==> src/rtl/dp_ram_reader_pkg.sv <==
// Shared types and constants for the burst RAM reader.
package dp_ram_reader_pkg;

  // Burst controller states.
  typedef enum logic [1:0] {
    ST_IDLE  = 2'd0,
    ST_READ  = 2'd1,
    ST_DRAIN = 2'd2,
    ST_DONE  = 2'd3
  } state_t;

  // Return-path FIFO geometry: two entries cover one word in flight plus
  // one word stalled at the output.
  localparam int FIFO_DEPTH = 2;
  localparam int FIFO_CNT_W = 2;

endpackage

==> src/rtl/dp_ram_reader_rd_skid_fifo.sv <==
// Two-entry FIFO holding words returned by the RAM until the stream takes them.
// A push and a pop in the same cycle leave the count unchanged.
module rd_skid_fifo
  import dp_ram_reader_pkg::*;
#(
  parameter int WIDTH = 8
) (
  input  logic                  clk,
  input  logic                  rst_n,
  input  logic                  i_push,
  input  logic                  i_pop,
  input  logic [WIDTH-1:0]      i_data,
  output logic [WIDTH-1:0]      o_data,
  output logic [FIFO_CNT_W-1:0] o_count
);

  localparam logic [FIFO_CNT_W-1:0] CNT_FULL = FIFO_CNT_W'(FIFO_DEPTH);
  localparam logic [FIFO_CNT_W-1:0] CNT_ONE  = FIFO_CNT_W'(1);

  logic [WIDTH-1:0]      r_mem [FIFO_DEPTH];
  logic                  r_wr_ptr;
  logic                  r_rd_ptr;
  logic [FIFO_CNT_W-1:0] r_count;
  logic                  w_do_pop;
  logic                  w_do_push;

  // Pops from an empty FIFO and pushes into a full one are dropped here as a
  // last line of defence; the controller's credit check never issues them.
  assign w_do_pop  = i_pop && (r_count != '0);
  assign w_do_push = i_push && ((r_count != CNT_FULL) || w_do_pop);

  assign o_data  = r_mem[r_rd_ptr];
  assign o_count = r_count;

  // Storage, pointers and occupancy update.
  always_ff @(posedge clk or negedge rst_n) begin
    if (!rst_n) begin
      for (int i = 0; i < FIFO_DEPTH; i++) r_mem[i] <= '0;
      r_wr_ptr <= 1'b0;
      r_rd_ptr <= 1'b0;
      r_count  <= '0;
    end else begin
      if (w_do_push) begin
        r_mem[r_wr_ptr] <= i_data;
        r_wr_ptr        <= ~r_wr_ptr;
      end
      if (w_do_pop) begin
        r_rd_ptr <= ~r_rd_ptr;
      end
      case ({w_do_push, w_do_pop})
        2'b10:   r_count <= r_count + CNT_ONE;
        2'b01:   r_count <= r_count - CNT_ONE;
        default: r_count <= r_count;
      endcase
    end
  end

endmodule

==> src/rtl/dp_ram_reader.sv <==
// Burst reader: issues a run of sequential reads to a synchronous RAM port and
// streams the returned words out over a valid/ready interface.
//
// Stream handshake: a word transfers in any cycle where out_valid and
// out_ready are both high; while out_valid is high and out_ready is low,
// out_data and out_last hold their values. out_valid never depends on
// out_ready.
module dp_ram_reader
  import dp_ram_reader_pkg::*;
#(
  parameter int RAM_WIDTH  = 8,
  parameter int ADDR_WIDTH = 4
) (
  input  logic                  clk,
  input  logic                  rst_n,
  input  logic                  start,
  input  logic [ADDR_WIDTH-1:0] base_addr,
  input  logic [ADDR_WIDTH:0]   length,
  output logic                  read_allow,
  output logic [ADDR_WIDTH-1:0] read_addr,
  input  logic [RAM_WIDTH-1:0]  read_data,
  output logic                  out_valid,
  input  logic                  out_ready,
  output logic [RAM_WIDTH-1:0]  out_data,
  output logic                  out_last,
  output logic                  busy,
  output logic                  done,
  output state_t                dbg_state
);

  localparam logic [ADDR_WIDTH-1:0] ADDR_ONE = ADDR_WIDTH'(1);
  localparam logic [ADDR_WIDTH:0]   LEN_ONE  = (ADDR_WIDTH + 1)'(1);

  state_t                r_state;
  logic [ADDR_WIDTH-1:0] r_addr;
  logic [ADDR_WIDTH:0]   r_issue_left;
  logic [ADDR_WIDTH:0]   r_deliver_left;
  logic                  r_inflight;

  logic [FIFO_CNT_W-1:0] w_count;
  logic [2:0]            w_load;
  logic [2:0]            w_net;
  logic                  w_pop;
  logic                  w_hs;
  logic                  w_read_allow;

  // Credit check: words buffered plus the read returning this cycle, less
  // the word leaving this cycle, must leave a free slot for a new read.
  // Counting the departing word is what allows one word per clock.
  assign w_load = {1'b0, w_count} + {2'b00, r_inflight};
  assign w_net  = w_load - {2'b00, w_pop};

  assign w_read_allow = (r_state == ST_READ) && (r_issue_left != '0) &&
                        (w_net < 3'd2);

  assign out_valid = (w_count != '0);
  assign w_pop     = out_valid && out_ready;
  assign w_hs      = w_pop;
  assign out_last  = out_valid && (r_deliver_left == LEN_ONE);

  assign read_allow = w_read_allow;
  assign read_addr  = r_addr;
  assign busy       = (r_state == ST_READ) || (r_state == ST_DRAIN);
  assign done       = (r_state == ST_DONE);
  assign dbg_state  = r_state;

  // Burst controller: state, address generator and issue/deliver counters.
  always_ff @(posedge clk or negedge rst_n) begin
    if (!rst_n) begin
      r_state        <= ST_IDLE;
      r_addr         <= '0;
      r_issue_left   <= '0;
      r_deliver_left <= '0;
    end else begin
      case (r_state)
        ST_IDLE: begin
          if (start) begin
            r_addr         <= base_addr;
            r_issue_left   <= length;
            r_deliver_left <= length;
            r_state        <= (length == '0) ? ST_DONE : ST_READ;
          end
        end
        ST_READ: begin
          if (w_read_allow) begin
            r_addr       <= r_addr + ADDR_ONE;
            r_issue_left <= r_issue_left - LEN_ONE;
            if (r_issue_left == LEN_ONE) r_state <= ST_DRAIN;
          end
          if (w_hs) r_deliver_left <= r_deliver_left - LEN_ONE;
        end
        ST_DRAIN: begin
          if (w_hs) begin
            r_deliver_left <= r_deliver_left - LEN_ONE;
            if (out_last) r_state <= ST_DONE;
          end
        end
        ST_DONE: begin
          r_state <= ST_IDLE;
        end
        default: r_state <= ST_IDLE;
      endcase
    end
  end

  // Remember that a read was issued so its data is captured next cycle only.
  always_ff @(posedge clk or negedge rst_n) begin
    if (!rst_n) begin
      r_inflight <= 1'b0;
    end else begin
      r_inflight <= w_read_allow;
    end
  end

  rd_skid_fifo #(
    .WIDTH (RAM_WIDTH)
  ) u_fifo (
    .clk     (clk),
    .rst_n   (rst_n),
    .i_push  (r_inflight),
    .i_pop   (w_pop),
    .i_data  (read_data),
    .o_data  (out_data),
    .o_count (w_count)
  );

endmodule

==> config.mk <==
export PLATFORM = sky130hd
export DESIGN_NAME = dp_ram_reader
export DESIGN_NICKNAME = d
export VERILOG_FILES = /design/src/rtl/dp_ram_reader_pkg.sv /design/src/rtl/dp_ram_reader_rd_skid_fifo.sv /design/src/rtl/dp_ram_reader.sv
export SDC_FILE = /design/constraint.sdc
export NUM_CORES = 1
export LEC_CHECK = 0
export CELL_PAD_IN_SITES_DETAIL_PLACEMENT = 0
export CELL_PAD_IN_SITES_GLOBAL_PLACEMENT = 1
export CORE_AREA = 2 2 74 76
export DETAILED_ROUTE_END_ITERATION = 12
export DIE_AREA = 0 0 76 78
export PLACE_DENSITY_LB_ADDON = 0.1
export SLEW_MARGIN = 10
export SYNTH_ARGS = -nofsm -noshare
export SYNTH_HDL_FRONTEND = slang
export SYNTH_SLANG_ARGS = --single-unit
==> constraint.sdc <==
create_clock -name clk -period 4.19 [get_ports clk]
set_input_delay 0.419 -clock clk [delete_from_list [all_inputs] [get_ports clk]]
set_output_delay 0.419 -clock clk [all_outputs]
set_load 0.02 [all_outputs]
After elaboration in Yosys (flattened, before gate mapping)

Index checks and enable logic that the tools add are counted.

Register bits after elaboration: 37
Latch bits: 0
RAM bits: 0
Memory bits (read-only): 0
Input port bits: 21
Output and inout bits: 19
Logic and storage cells: 81
Memories kept: 0

Add/subtract/negate cells: 7
$mul: 0
Divide/modulo/power cells: 0
Order comparisons: 4
Equality and inequality tests: 14
Shift-type cells: 0
Mux-type cells: 22
Bitwise gates (word level): 4
Reductions and logical operators: 20

Operators by type and width:

| kind                  | number |
|---|---|
| $mux W8               | 4 |
| $pmux W5 S2           | 2 |
| $bwmux W16            | 1 |
| $mux W5               | 3 |
| $mux W2               | 6 |
| $eq A5 B1 Y1 const B  | 2 |
| $sub A5 B1 Y5 const B | 2 |
| $demux W8 S1          | 1 |
| $mux W4               | 2 |
| $ne A2 B2 Y1 const B  | 4 |
| $pmux W2 S4           | 1 |
| $pmux W4 S2           | 1 |
| $reduce_bool A2 Y1    | 4 |
| $logic_and A1 B1 Y1   | 7 |
| $eq A2 B2 Y1 const B  | 3 |
| $ne A2 B1 Y1 const B  | 3 |
| $reduce_and A3 Y1     | 2 |
| $logic_not A5 Y1      | 1 |
| $reduce_and A5 Y1     | 1 |
| $reduce_bool A5 Y1    | 1 |
| $add A4 B1 Y4 const B | 1 |
| $eq A2 B1 Y1 const B  | 2 |
| $ge A2 B2 Y1 const B  | 2 |
| $not A1 Y2            | 2 |
| other kinds (11)      | 13 |

Depth between registers and ports, before layout

Word-level depth: 7
Gate-level depth with buffers: 9
Mapped depth without buffers: 8

Modules after synthesis

From an unflattened synthesis, not the netlist that was laid out.

Cells, all modules: 211
Area total of the unflattened synthesis: 2227.1 um2

By module, submodules not included:

| module        | instances | cells each | area an instance (um2) | sequential area each (um2) |
|---|---|---|---|---|
| dp_ram_reader | 1         | 153        | 1337.5                 | 425.4 |
| rd_skid_fifo  | 1         | 58         | 889.6                  | 500.5 |

Worst setup path before layout

Ideal clock, no wire load.

Path type: input to output
Start: input out_ready
End: output read_allow
Data arrival time: 2.711 ns
Required time: 3.771 ns
Setup slack: 1.060 ns
Stages on the path: 7
Buffers on the path: 1
Cell sequence: clkbuf_1 o21a_1 ha_1 nand2b_1 fa_1 xor2_4 nor4_1

Longest elaborated chain between the ends: 4

Ends and longest elaborated chain:

| element             | line                | source |
|---|---|---|
| start: declaration  | dp_ram_reader.sv:23 | `input logic out_ready,` |
| $logic_and A1 B1 Y1 | dp_ram_reader.sv:57 | `assign w_pop = out_valid && out_ready;` |
| $sub A3 B1 Y3       | dp_ram_reader.sv:51 | `assign w_net = w_load - {2'b00, w_pop};` |
| $lt A3 B2 Y1        | dp_ram_reader.sv:54 | `(w_net < 3'd2);` |
| $logic_and A1 B1 Y1 | dp_ram_reader.sv:53 | `assign w_read_allow = (r_state == ST_READ) && (r_issue_left != '0) &&` |
| end: declaration    | dp_ram_reader.sv:19 | `output logic read_allow,` |

No other way between the ends.

Final worst setup path

Ends and elaborated chain as after synthesis.

==> qor.csv <==
stage;metric;value;unit
status;status;finished clean;
setup_path;crit_required;3.77;ns
routing;final_antenna_net_count;0;
pwr;vdd_drop_max;350;µV
cts;post_cts.repair.setup_buffers;0;
global_route;grt_pass1_wl;8.14;mm
pwr;power_density;847;nW/µm²
pwr;power.switching;969;µW
floorplan;die_area;5930;µm²
floorplan;core_area;5040;µm²
logic_synthesis;yosysWarnings;0;
flow_run;maxCapViolations;0;
routing;drt-initial-drc-count;132;
finish;fin_cells;317;
finish;drive_gt1_share;17.0;%
pwr;power_frac_comb;55.9;%
global_route;gr-total-overflow;0;
placed_design;post-place-cells;309;
cts;clock-sinks;37;
setup_path;critPathKind;input port to output pin;
placed_design;numPortBuffers;39;
finish;num_antenna_cells;0;
cts;cts_tree;yes;
sta;rsz0062_at_grt;false;
hold_path;hold_class;input port to asynchronous set/reset pin;
cts;root_buffer;clkbuf_8;
logic_synthesis;synth_cell_types;48;
floorplan;initial_core_util;43.7;%
routing;vias;1685;
logic_synthesis;synth.net_count;240;
cts;cts-htree-levels;2;
sta;final-hold-violation-count;0;
cts;cts-resized-gates;0;
cts;clk_path_buf_depth;2;
pwr;p_int;1.38;mW
logic_synthesis;synthMostInstantiatedCell;dfrtp_1;
global_route;antenna_found_initial;0;
finish;nets;280;
sta;whs;0.220;ns
logic_synthesis;ys_seq_area_share;42.0;%
sta;drv_slew;0;
cts;cts_hold_repair.buffers;0;
cts;insertion_delay;0.29;ns
global_route;grt_pass1_vias;1669;
placed_design;globalplace.congestion;0.766;
setup_path;end_kind;output pin;
sta;maxSlewHeadroom;44.2;%
logic_synthesis;avgSynthCellArea;10.7;µm²
pwr;p_total;2.35;mW
routing;drt-total-wl;4.76;mm
placed_design;pre_cts_slack;0.528;ns
sta;skew;0.00787;ns
floorplan;num_rows;26;
logic_synthesis;ys_seq_elements;37;
routing;via_per_inst;5.32;
global_route;grt_max_degree;38;
logic_synthesis;synth_area_leaders;dfrtp_1 (42%), mux2_2 (12%), ha_1 (6.8%), a21oi_1 (3.2%), mux2i_1 (2.3%);
routing;wl_per_cell;15.0;µm
sta;min_period;3.64;ns
pwr;p_sw_share;41.3;%
pwr;p_leak;1.15;nW
setup_path;arrival;3.22;ns
placed_design;detailed_place_hpwl;3.44;mm
setup_path;critPathMaxFanout;5;
logic_synthesis;syn_area;2200;µm²
routing;first_pass_iters;4;
logic_synthesis;synth_edf_count;0;
logic_synthesis;synth.largest_area_cell;dfrtp_1;
routing;drc;0;
sta;fin_ws;0.550;ns
logic_synthesis;synth_top_area_share;42.0;%
setup_path;reg2reg_depth;8;
logic_synthesis;ys.flop_type;dfrtp_1;
floorplan;die_w;76;µm
logic_synthesis;postSynthCellCount;206;
logic_synthesis;synth.top_cells.by_count;dfrtp_1 (37), mux2_2 (24), a21oi_1 (14);
global_route;grt_usage;17.4;%
setup_path;cp-start-kind;input port;
sta;tightest_slew;0.836;ns
logic_synthesis;async_flop_share;100;%
finish;syn_to_final_growth;25.9;%
pwr;p_seq_share;30.0;%
floorplan;pin_count;40;
sta;fin_crit_sh;86.9;%
cts;clkTransAtPathRegs;0.08;ns
pwr;p_clk_share;14.1;%
cts;cts_buffers;5;
sta;fmax;0.275;GHz
floorplan;die_h;78;µm
sta;finalSetupViolCount;0;
sta;fin_setup_tns;0;ns
==> sequential cells by signal (all words and copies together), names as in the netlist <==
signal           cells
read_addr            4
u_fifo.r_rd_ptr      1
u_fifo.r_mem        16
dbg_state            2
u_fifo.o_count       2
r_deliver_left       5
r_inflight           1
u_fifo.r_wr_ptr      1
r_issue_left         5
==> cells by family after synthesis <==
kind of cell	Yosys count	synth area share, %
buf+inv	20	3.81
compound gates	45	13.7
mux	29	14.5
xor+xnor	4	2.44
flops	37	42.0
fa+ha+maj	13	7.73
simple gates	58	15.7
==> layout make-up <==
class | instances | area (µm²)
fillers | 468 | 2270
multi-input cells | 149 | 1190
flip-flops and latches | 37 | 926
repair buffers | 41 | 400
well taps | 70 | 87.6
clock buffers | 6 | 82.6
inverters | 12 | 45.0
clock inverters | 2 | 37.5
==> worst max-delay path: stages <==
cell and delay, ns:
clkdlybuf4s50_1 0.48, o21a_1 0.23, ha_1 0.26, nand2b_1 0.15, fa_1 0.54, inv_1 0.10, nor4_1 0.36, clkdlybuf4s50_1 0.68
==> worst paths after layout <==
path                                   startpoint           endpoint  slack, ns
worst max register to register  u_fifo.o_count[0]    r_issue_left[3]       1.24
min in group clk                  u_fifo.r_mem[3]    u_fifo.r_mem[3]       0.51
max in group asynchronous                   rst_n  u_fifo.o_count[0]       3.44
worst min register to register    u_fifo.r_mem[3]    u_fifo.r_mem[3]       0.51
worst min-delay path                        rst_n  r_deliver_left[3]       0.22
worst max-delay path                    out_ready         read_allow       0.55
==> layout by cell type, fill, tap and decap left out, drive strengths merged, types with 2 or more instances in the layout <==
| cell type | instances |
|---|---|
| a21oi | 14 |
| a221o | 3 |
| a31oi | 2 |
| buf | 3 |
| clkbuf | 6 |
| clkdlybuf4s50 | 38 |
| dfrtp | 37 |
| ha | 12 |
| inv | 12 |
| mux2 | 24 |
| mux2i | 5 |
| nand2 | 8 |
| nand2b | 7 |
| nand3 | 10 |
| nor2 | 10 |
| nor2b | 3 |
| nor3 | 7 |
| nor3b | 2 |
| nor4 | 4 |
| nor4b | 2 |
| o211ai | 3 |
| o21a | 2 |
| o21ai | 10 |
| o32ai | 2 |
| xnor2 | 2 |
| xor2 | 2 |
==> metrics by stage <==
step	cell area, µm²	utilization, %
2_1_floorplan	2200	-
3_3_place_gp	2650	52.6
3_5_place_dp	2650	52.6
4_1_cts	2770	55.0
5_1_grt	2770	55.0
6_report	2770	55.0
==> metal layers <==
layer	track usage, %	vias up	part of all wire (%)
li1	-	834	-
met1	24.7	809	49
met2	26.8	38	45
met3	4.30	4	5.1
met4	4.36	0	0.80
met5	0	-	0
==> power by group through the flow <==
stage                     Clock, mW  Sequential, mW  Combinational [mW]
after floorplan                   0           0.677               0.937
after global placement            0           0.707                1.32
after detailed placement          0           0.709                1.32
after CTS                     0.339           0.703                1.33
after global routing          0.351           0.732                1.46
final                         0.331           0.705                1.31
Power figures use the tool's default switching activity.
